## src/rtl/pc_sequencer.sv

```systemverilog
// pc_sequencer: program counter owner and next-PC sequencer.
// Selects sequential, branch, jump or jr targets with flush/stall/fault.
//
// Ports:
//   clk, reset      : clock, synchronous active-high reset
//   stall           : hold pc/state/counter, control inputs ignored
//   branch_eq/_ne   : beq/bne in current instruction
//   zero            : ALU zero flag
//   jump, jump_reg  : j/jal and jr in current instruction
//   imm16           : signed branch offset in words
//   jtarget         : jump target field in words
//   rs_data         : jr target register value
//   pc, pc_plus4    : fetch address and pc + 4
//   fetch_valid     : pc is a valid fetch address
//   flush           : squash instruction fetched last cycle
//   fault, bad_addr : sticky misaligned-jr flag and captured address
//   redirect_count  : saturating count of taken redirects

module pc_sequencer #(
  parameter logic [31:0] RESET_PC = 32'h0000_0000,
  parameter logic [31:0] EXC_PC   = 32'h8000_0180,
  parameter int          CNT_W    = 16
) (
  input  logic             clk,
  input  logic             reset,
  input  logic             stall,
  input  logic             branch_eq,
  input  logic             branch_ne,
  input  logic             zero,
  input  logic             jump,
  input  logic             jump_reg,
  input  logic [15:0]      imm16,
  input  logic [25:0]      jtarget,
  input  logic [31:0]      rs_data,
  output logic [31:0]      pc,
  output logic [31:0]      pc_plus4,
  output logic             fetch_valid,
  output logic             flush,
  output logic             fault,
  output logic [31:0]      bad_addr,
  output logic [CNT_W-1:0] redirect_count
);

  typedef enum logic [1:0] {
    BOOT,
    RUN,
    FLUSH
  } state_t;

  localparam logic [CNT_W-1:0] CNT_ONE = 1;
  localparam logic [CNT_W-1:0] CNT_MAX = '1;

  state_t           state;
  state_t           state_nx;
  logic [31:0]      pc_nx;
  logic             flush_nx;
  logic             fault_nx;
  logic [31:0]      bad_nx;
  logic [CNT_W-1:0] cnt_nx;

  logic        taken;
  logic        misaligned;
  logic        redirect;
  logic [31:0] br_off;
  logic [31:0] br_tgt;
  logic [31:0] j_tgt;
  logic [31:0] jr_tgt;
  logic [31:0] tgt;

  assign pc_plus4    = pc + 32'd4;
  assign fetch_valid = (state != BOOT);

  assign taken = (branch_eq & zero)
               | (branch_ne & ~zero);

  // Word offset to byte offset, sign extended.
  assign br_off = {{14{imm16[15]}}, imm16, 2'b00};
  assign br_tgt = pc_plus4 + br_off;
  assign j_tgt  = {pc_plus4[31:28], jtarget, 2'b00};

  assign misaligned = (rs_data[1:0] != 2'b00);
  assign jr_tgt     = misaligned ? EXC_PC : rs_data;

  assign redirect = jump_reg | jump | taken;

  always_comb begin
    tgt = pc_plus4;
    if (jump_reg)
      tgt = jr_tgt;
    else if (jump)
      tgt = j_tgt;
    else if (taken)
      tgt = br_tgt;
  end

  always_comb begin
    state_nx = state;
    pc_nx    = pc;
    flush_nx = 1'b0;
    fault_nx = fault;
    bad_nx   = bad_addr;
    cnt_nx   = redirect_count;
    unique case (state)
      BOOT: begin
        state_nx = RUN;
      end
      RUN: begin
        if (!stall) begin
          if (redirect) begin
            pc_nx    = tgt;
            state_nx = FLUSH;
            flush_nx = 1'b1;
            if (redirect_count != CNT_MAX)
              cnt_nx = redirect_count + CNT_ONE;
            if (jump_reg && misaligned) begin
              fault_nx = 1'b1;
              // Keep the first offending address only.
              if (!fault)
                bad_nx = rs_data;
            end
          end else begin
            pc_nx = pc_plus4;
          end
        end
      end
      FLUSH: begin
        // Controls here belong to the squashed
        // instruction, so they are ignored.
        if (!stall) begin
          pc_nx    = pc_plus4;
          state_nx = RUN;
        end
      end
      default: begin
        state_nx = BOOT;
      end
    endcase
  end

  always_ff @(posedge clk) begin
    if (reset) begin
      state          <= BOOT;
      pc             <= RESET_PC;
      flush          <= 1'b0;
      fault          <= 1'b0;
      bad_addr       <= 32'd0;
      redirect_count <= '0;
    end else begin
      state          <= state_nx;
      pc             <= pc_nx;
      flush          <= flush_nx;
      fault          <= fault_nx;
      bad_addr       <= bad_nx;
      redirect_count <= cnt_nx;
    end
  end

endmodule

```

## config.mk

```make
export PLATFORM = sky130hd
export DESIGN_NAME = pc_sequencer
export DESIGN_NICKNAME = d
export VERILOG_FILES = /design/src/rtl/pc_sequencer.sv
export SDC_FILE = /design/constraint.sdc
export NUM_CORES = 1
export LEC_CHECK = 0
export CORE_MARGIN = 4
export CORE_UTILIZATION = 30
export DETAILED_ROUTE_END_ITERATION = 7
export PLACE_DENSITY = 0.65
export SYNTH_ARGS = -nofsm -noshare
export SYNTH_HDL_FRONTEND = slang
export SYNTH_SLANG_ARGS = --single-unit
```

## constraint.sdc

```tcl
create_clock -name clk -period 4.04 [get_ports clk]
set_input_delay 1.212 -clock clk [delete_from_list [all_inputs] [get_ports clk]]
set_output_delay 1.212 -clock clk [all_outputs]
set_load 0.005 [all_outputs]
```

Word-level counts from Yosys, hierarchy flattened
Cells that the tools add are included.
{"block": "classes", "eq_ne": 6, "muxes": 13, "reduce_logical": 11, "add_sub_neg": 3, "bitwise": 9}
{"cell": "32-bit 2-to-1 mux", "n": 7}
{"cell": "32-bit case mux with 2 select lines", "n": 1}
{"cell": "32-bit by 3-bit adder with 32-bit output (second input constant)", "n": 1}
{"cell": "32-bit adder", "n": 1}
{"cell": "16-bit by 1-bit adder with 16-bit output (second input constant)", "n": 1}
{"cell": "16-bit inequality test (second input constant)", "n": 1}
{"cell": "4-bit AND reduction", "n": 2}
{"cell": "2-bit 2-to-1 mux", "n": 3}
{"cell": "2-bit inequality test (second input constant)", "n": 3}
{"cell": "2-bit case mux with 3 select lines", "n": 1}
{"cell": "3-bit AND reduction", "n": 2}
{"cell": "2-bit nonzero test", "n": 3}
{"cell": "5-bit AND reduction", "n": 1}
{"cell": "1-bit inverter", "n": 4}
{"cell": "1-bit bitwise OR", "n": 3}
{"cell": "3-bit OR reduction", "n": 1}
{"cell": "1-bit AND", "n": 2}
{"cell": "2-bit by 1-bit equality test with 1-bit output (second input constant)", "n": 1}
{"cell": "2-bit equality test (second input constant)", "n": 1}
{"cell": "2-bit zero test", "n": 1}
{"cell": "1-bit logical AND", "n": 1}
{"cell": "1-bit 2-to-1 mux", "n": 1}
{"block": "word_totals", "register_bits": 84, "inputBits": 82, "word_cells": 48}

Longest topological paths before layout
{"block": "logic_depth", "ltp_word": 9, "depth_mapped": 16, "depth_no_buf": 14}

Worst setup path after synthesis
Ideal clock, no wire load.
{"block": "synth_path", "path_type": "register to register", "from": "reg pc[2]", "to": "reg pc[29]", "setup_slack_ps": 454, "t_arrival_ps": 3494, "stages_incl_launch_ff": 15, "synth_period_minus_slack_ps": 3586, "n_path_buf": 0, "path_cell_list": "dfxtp_1 > ha_1 > nand3_1 > nor2_1 > nand3_1 > xnor2_1 > ha_1 > a21oi_1 > o22ai_1 > o41ai_1 > a31oi_1 > a31oi_1 > a21oi_1 > mux2i_1 > o32ai_1"}
{"block": "synth_via", "elab_chain_len": 8, "elab_cells_between_ends": 9, "cone_classes": "2 x add/sub; 7 x mux"}
{"element": "from (decl)", "line_no": "35", "text": "output logic [31:0] pc,"}
{"element": "from (signal assigned)", "line_no": "150", "text": "pc <= pc_nx;"}
{"element": "32-bit by 3-bit adder with 32-bit output", "line_no": "70", "text": "assign pc_plus4 = pc + 32'd4;"}
{"element": "via pc_plus4[12]", "line_no": "36", "text": "output logic [31:0] pc_plus4,"}
{"element": "32-bit adder", "line_no": "78", "text": "assign br_tgt = pc_plus4 + br_off;"}
{"element": "32-bit 2-to-1 mux", "line_no": "92", "text": "else if (taken)"}
{"element": "32-bit 2-to-1 mux", "line_no": "90", "text": "else if (jump)"}
{"element": "32-bit 2-to-1 mux", "line_no": "88", "text": "if (jump_reg)"}
{"element": "32-bit 2-to-1 mux", "line_no": "109", "text": "if (redirect) begin"}
{"element": "32-bit 2-to-1 mux", "line_no": "108", "text": "if (!stall) begin"}
{"element": "32-bit case mux with 2 select lines", "line_no": "103", "text": "unique case (state)"}
The timed path passes the listed nets, and every way through them passes these cells. The select of a mux whose other input is x is not followed.
A chain may end at the register's enable or synchronous reset.

Worst setup path in the final report
{"block": "layout_path", "from": "reg pc[10]", "to": "out pc_plus4[31]"}
{"block": "layout_via", "elab_chain_len": 1}
{"element": "32-bit by 3-bit adder with 32-bit output", "line_no": "70"}
{"element": "to (decl)", "line_no": "36"}
Every way passes these cells.

==> run summary <==
status = complete, no violations
CP arrival = 2.76 ns
# DRC = 0
share of the synthesized area in the top cell type = 26.76%
endpoint type of the worst setup path = output pin
grt met2 use = 36.04%
Vias = 7,562
RSZ-0062 raised after global routing = false
crit-path max FO = 3
Hold Crit Depth = 2
final wirelength = 26,590 microns
min Tclk post-route = 3.973 ns
H-tree depth = 3
relative slew slack = 31.17%
worst hold start = bad_addr[31]$_SDFFE_PP0P_
Hold Path Class = reg -> reg
met1 usage = 28.68%
synthesized cell area = 0.006284 sq mm
setup TNS = 0 ns
CP max stage cell = or4b_4
Unique masters post-synth = 71
Worst IR Drop VDD = 0.2172 mV
Tot Pwr = 2.531 mW
DR iter-0 viols = 563
initial antenna violation count = 0
worst r2r dst = pc[31]$_SDFFE_PP0P_
layout cells sized above 1 = 15.07%
Power Dens Cells = 260.0 mW/mm^2
CTS tree = built
top post-synthesis cells by count = nand2_1 (135), a21oi_1 (99), dfxtp_1 (84)
Leak = 3.942 nW
setup violators final = 0
EDFF count, synth = 0
DP Cell Count = 1,400
Fin. Hold Viols = 0
Pre-antenna DRT Iters = 5
Seq/Total Area, Yosys = 26.76%
kind of critical path = reg -> out
Synth Area in Adders = 7.686%
worst-path cell chain = and3_1 -> nand4_2 -> or4b_4 -> buf_4 -> nor2_4 -> xnor2_1 -> inv_1 -> clkdlybuf4s50_1
vias per cell = 5.333
Period Utilization, post-route = 98.34%
hold-critical path endpoint = bad_addr[31]$_SDFFE_PP0P_
IO Pins = 197
placed cell area = 0.009419 sq mm
die area = 0.02332 sq mm
r2r startpoint = pc[10]$_SDFFE_PP0P_
DPL Wire Length = 21,270 microns
Seq cells post-synth = 84
clk sinks = 84
CTS root buffer = clkbuf_16
Async SR Flop Fraction = 0%
Clock Skew = 0.008814 ns
worst slew pin tran = 1.025 ns
core box area = 0.02043 sq mm
Mapped Cells = 850
FF-to-FF setup slack = 0.18 ns
grt ovf = 0
Syn Nets = 970
# fillers = 2,052
Antenna Nets Post-Route = 0
busiest grt layer = met2
Synth area leader = dfxtp_1
R2R depth = 17
Synth-to-Final Area Change = 54.96%
Reg clk slew, reported paths = 0.07 ns
hold_buf cts = 0
ys flop type = dfxtp_1
Post-Layout Inst Area = 0.009737 sq mm
top cells by area, synth = dfxtp_1 (27%), nand2_1 (8.1%), a21oi_1 (7.9%)
# port buffers = 196
Simple-Gate Fraction of Synth Area = 23.86%
routed len/inst = 18.75 microns
most frequent cell after synthesis = nand2_1
max-slew violation count = 0
die height = 152.7 microns
largest family of logic cells by synthesized area = compound AO/OA/AOI/OAI gates
Starting Density = 30.76%
vias in the first global route = 7,276
largest net degree at the start of global routing = 44
final core occ = 47.66%
Placer Congestion = 0.9447
non-filler cells in the finished layout = 1,418
YS warnings = 0
buffer depth of the longest clock path = 2
Crit path required time = 2.83 ns
Net count, final = 1,263
fmax = 0.2517 GHz
# Max-Cap Violations = 0
Avg Cell Area, Syn = 7.392 sq um
Synth Area in Compound Gates = 27.66%
GR Util met3 = 4.771%
clk_lat worst skew = 0.34 ns
first-pass GRT wire length = 41,030 microns
Synth Area in XOR/XNOR = 9.060%
mux contribution to synthesized area = 0.9757%
Critical Path Start Type = flip-flop
die span in x = 152.7 microns
Inserted Clock Buffers = 9
diodes inserted = 0
slowest stage delay, CP = 0.60 ns
gr usage total = 21.85%
row cnt = 52
[worst max-delay path by stage]
stage / from / to / slack, ns / depth (start not counted)
2_1_floorplan: pc[2]$_SDFFE_PP0P_ / pc[29]$_SDFFE_PP0P_ / 0.45 / 14
3_3_place_gp: imm16[15] / pc[29]$_SDFFE_PP0P_ / -0.02 / 12
5_1_grt: pc[6]$_SDFFE_PP0P_ / pc_plus4[29] / 0.0007 / 7
3_5_place_dp: imm16[6] / pc[29]$_SDFFE_PP0P_ / -0.08 / 11
4_1_cts: pc[2]$_SDFFE_PP0P_ / pc_plus4[31] / 0.03 / 8
6_report: pc[10]$_SDFFE_PP0P_ / pc_plus4[31] / 0.07 / 8
[metal layers]
| metal | up-vias | share of wire (%) |
|---|---|---|
| met1 | 3530 | 43 |
| met3 | 42 | 7.2 |
| met5 | - | 0 |
| li1 | 3675 | - |
| met4 | 0 | 2.5 |
| met2 | 315 | 47 |
[worst max-delay path, delay by kind of cell, from the launching register on]
family	cells	cell delay, ns
and+or+nand+nor	4	1.09
xor gates and xnor gates	1	0.22
DFF	1	0.33
buffers and inverters	3	0.78
[cells in the final DEF, fill, tap and decap left out, types with 5 or more instances in the layout]
master / instances
a211oi_1: 13
a21o_1: 21
a21oi_1: 98
a221oi_1: 10
a22oi_1: 5
a31oi_1: 7
and2_1: 7
and3_1: 7
buf_4: 129
clkbuf_16: 9
clkdlybuf4s50_1: 195
dfxtp_1: 83
ha_1: 37
inv_1: 18
mux2i_1: 5
nand2_1: 135
nand2b_1: 7
nand3_1: 19
nand4_1: 18
nor2_1: 75
nor2b_1: 6
nor3_1: 15
o211ai_1: 6
o21ai_0: 45
o21bai_1: 7
o22ai_1: 5
o31ai_1: 5
or3_1: 5
xnor2_1: 37
xor2_1: 28
[cell type report]
class / instances / area [sq um] / share of cell area (%)
well taps: 270 / 337.8 / 3.470
repair buffers: 328 / 2985 / 30.66
multi-input cells: 702 / 4382 / 45.00
inverters: 18 / 67.56 / 0.6939
clock buffers: 9 / 225.2 / 2.313
clock inverters: 7 / 56.30 / 0.5783
flip-flops and latches: 84 / 1683 / 17.28
[sequential cells by signal, indices dropped and copies added, names as in the netlist]
signal / count
pc: 32
fault: 1
state: 2
bad_addr: 32
redirect_count: 16
flush: 1
[power breakdown]
| part | total, mW | internal, mW | leakage [nW] | switching [mW] |
|---|---|---|---|---|
| Sequential | 0.880 | 0.858 | 0.681 | 0.0222 |
| Clock | 0.807 | 0.426 | 0.137 | 0.380 |
| Combinational | 0.845 | 0.419 | 3.12 | 0.426 |
[cell families after synthesis]
logic type,count (synthesis)
flops,84
mux,6
fa+ha+maj,38
simple gates,323
buf+inv,64
compound gates,270
xor+xnor,65
[what timing repair did]
| item | 4_1_cts | 5_1_grt |
|---|---|---|
| gates resized for setup | 0 | 8 |
| buffers inserted | 1 | 1 |
| endpoints found under the setup margin | 1 | 10 |
[per-stage QoR]
stage,hold slack (ns),worst slack (ns)
CTS,0.4560,0.02697
global route,0.4698,0.0006566
global placement,0.4418,-0.02349
floorplan,0.4527,0.4536
detailed placement,0.4465,-0.07774
finish,0.4556,0.06716
(Power assumes the default switching activity.)
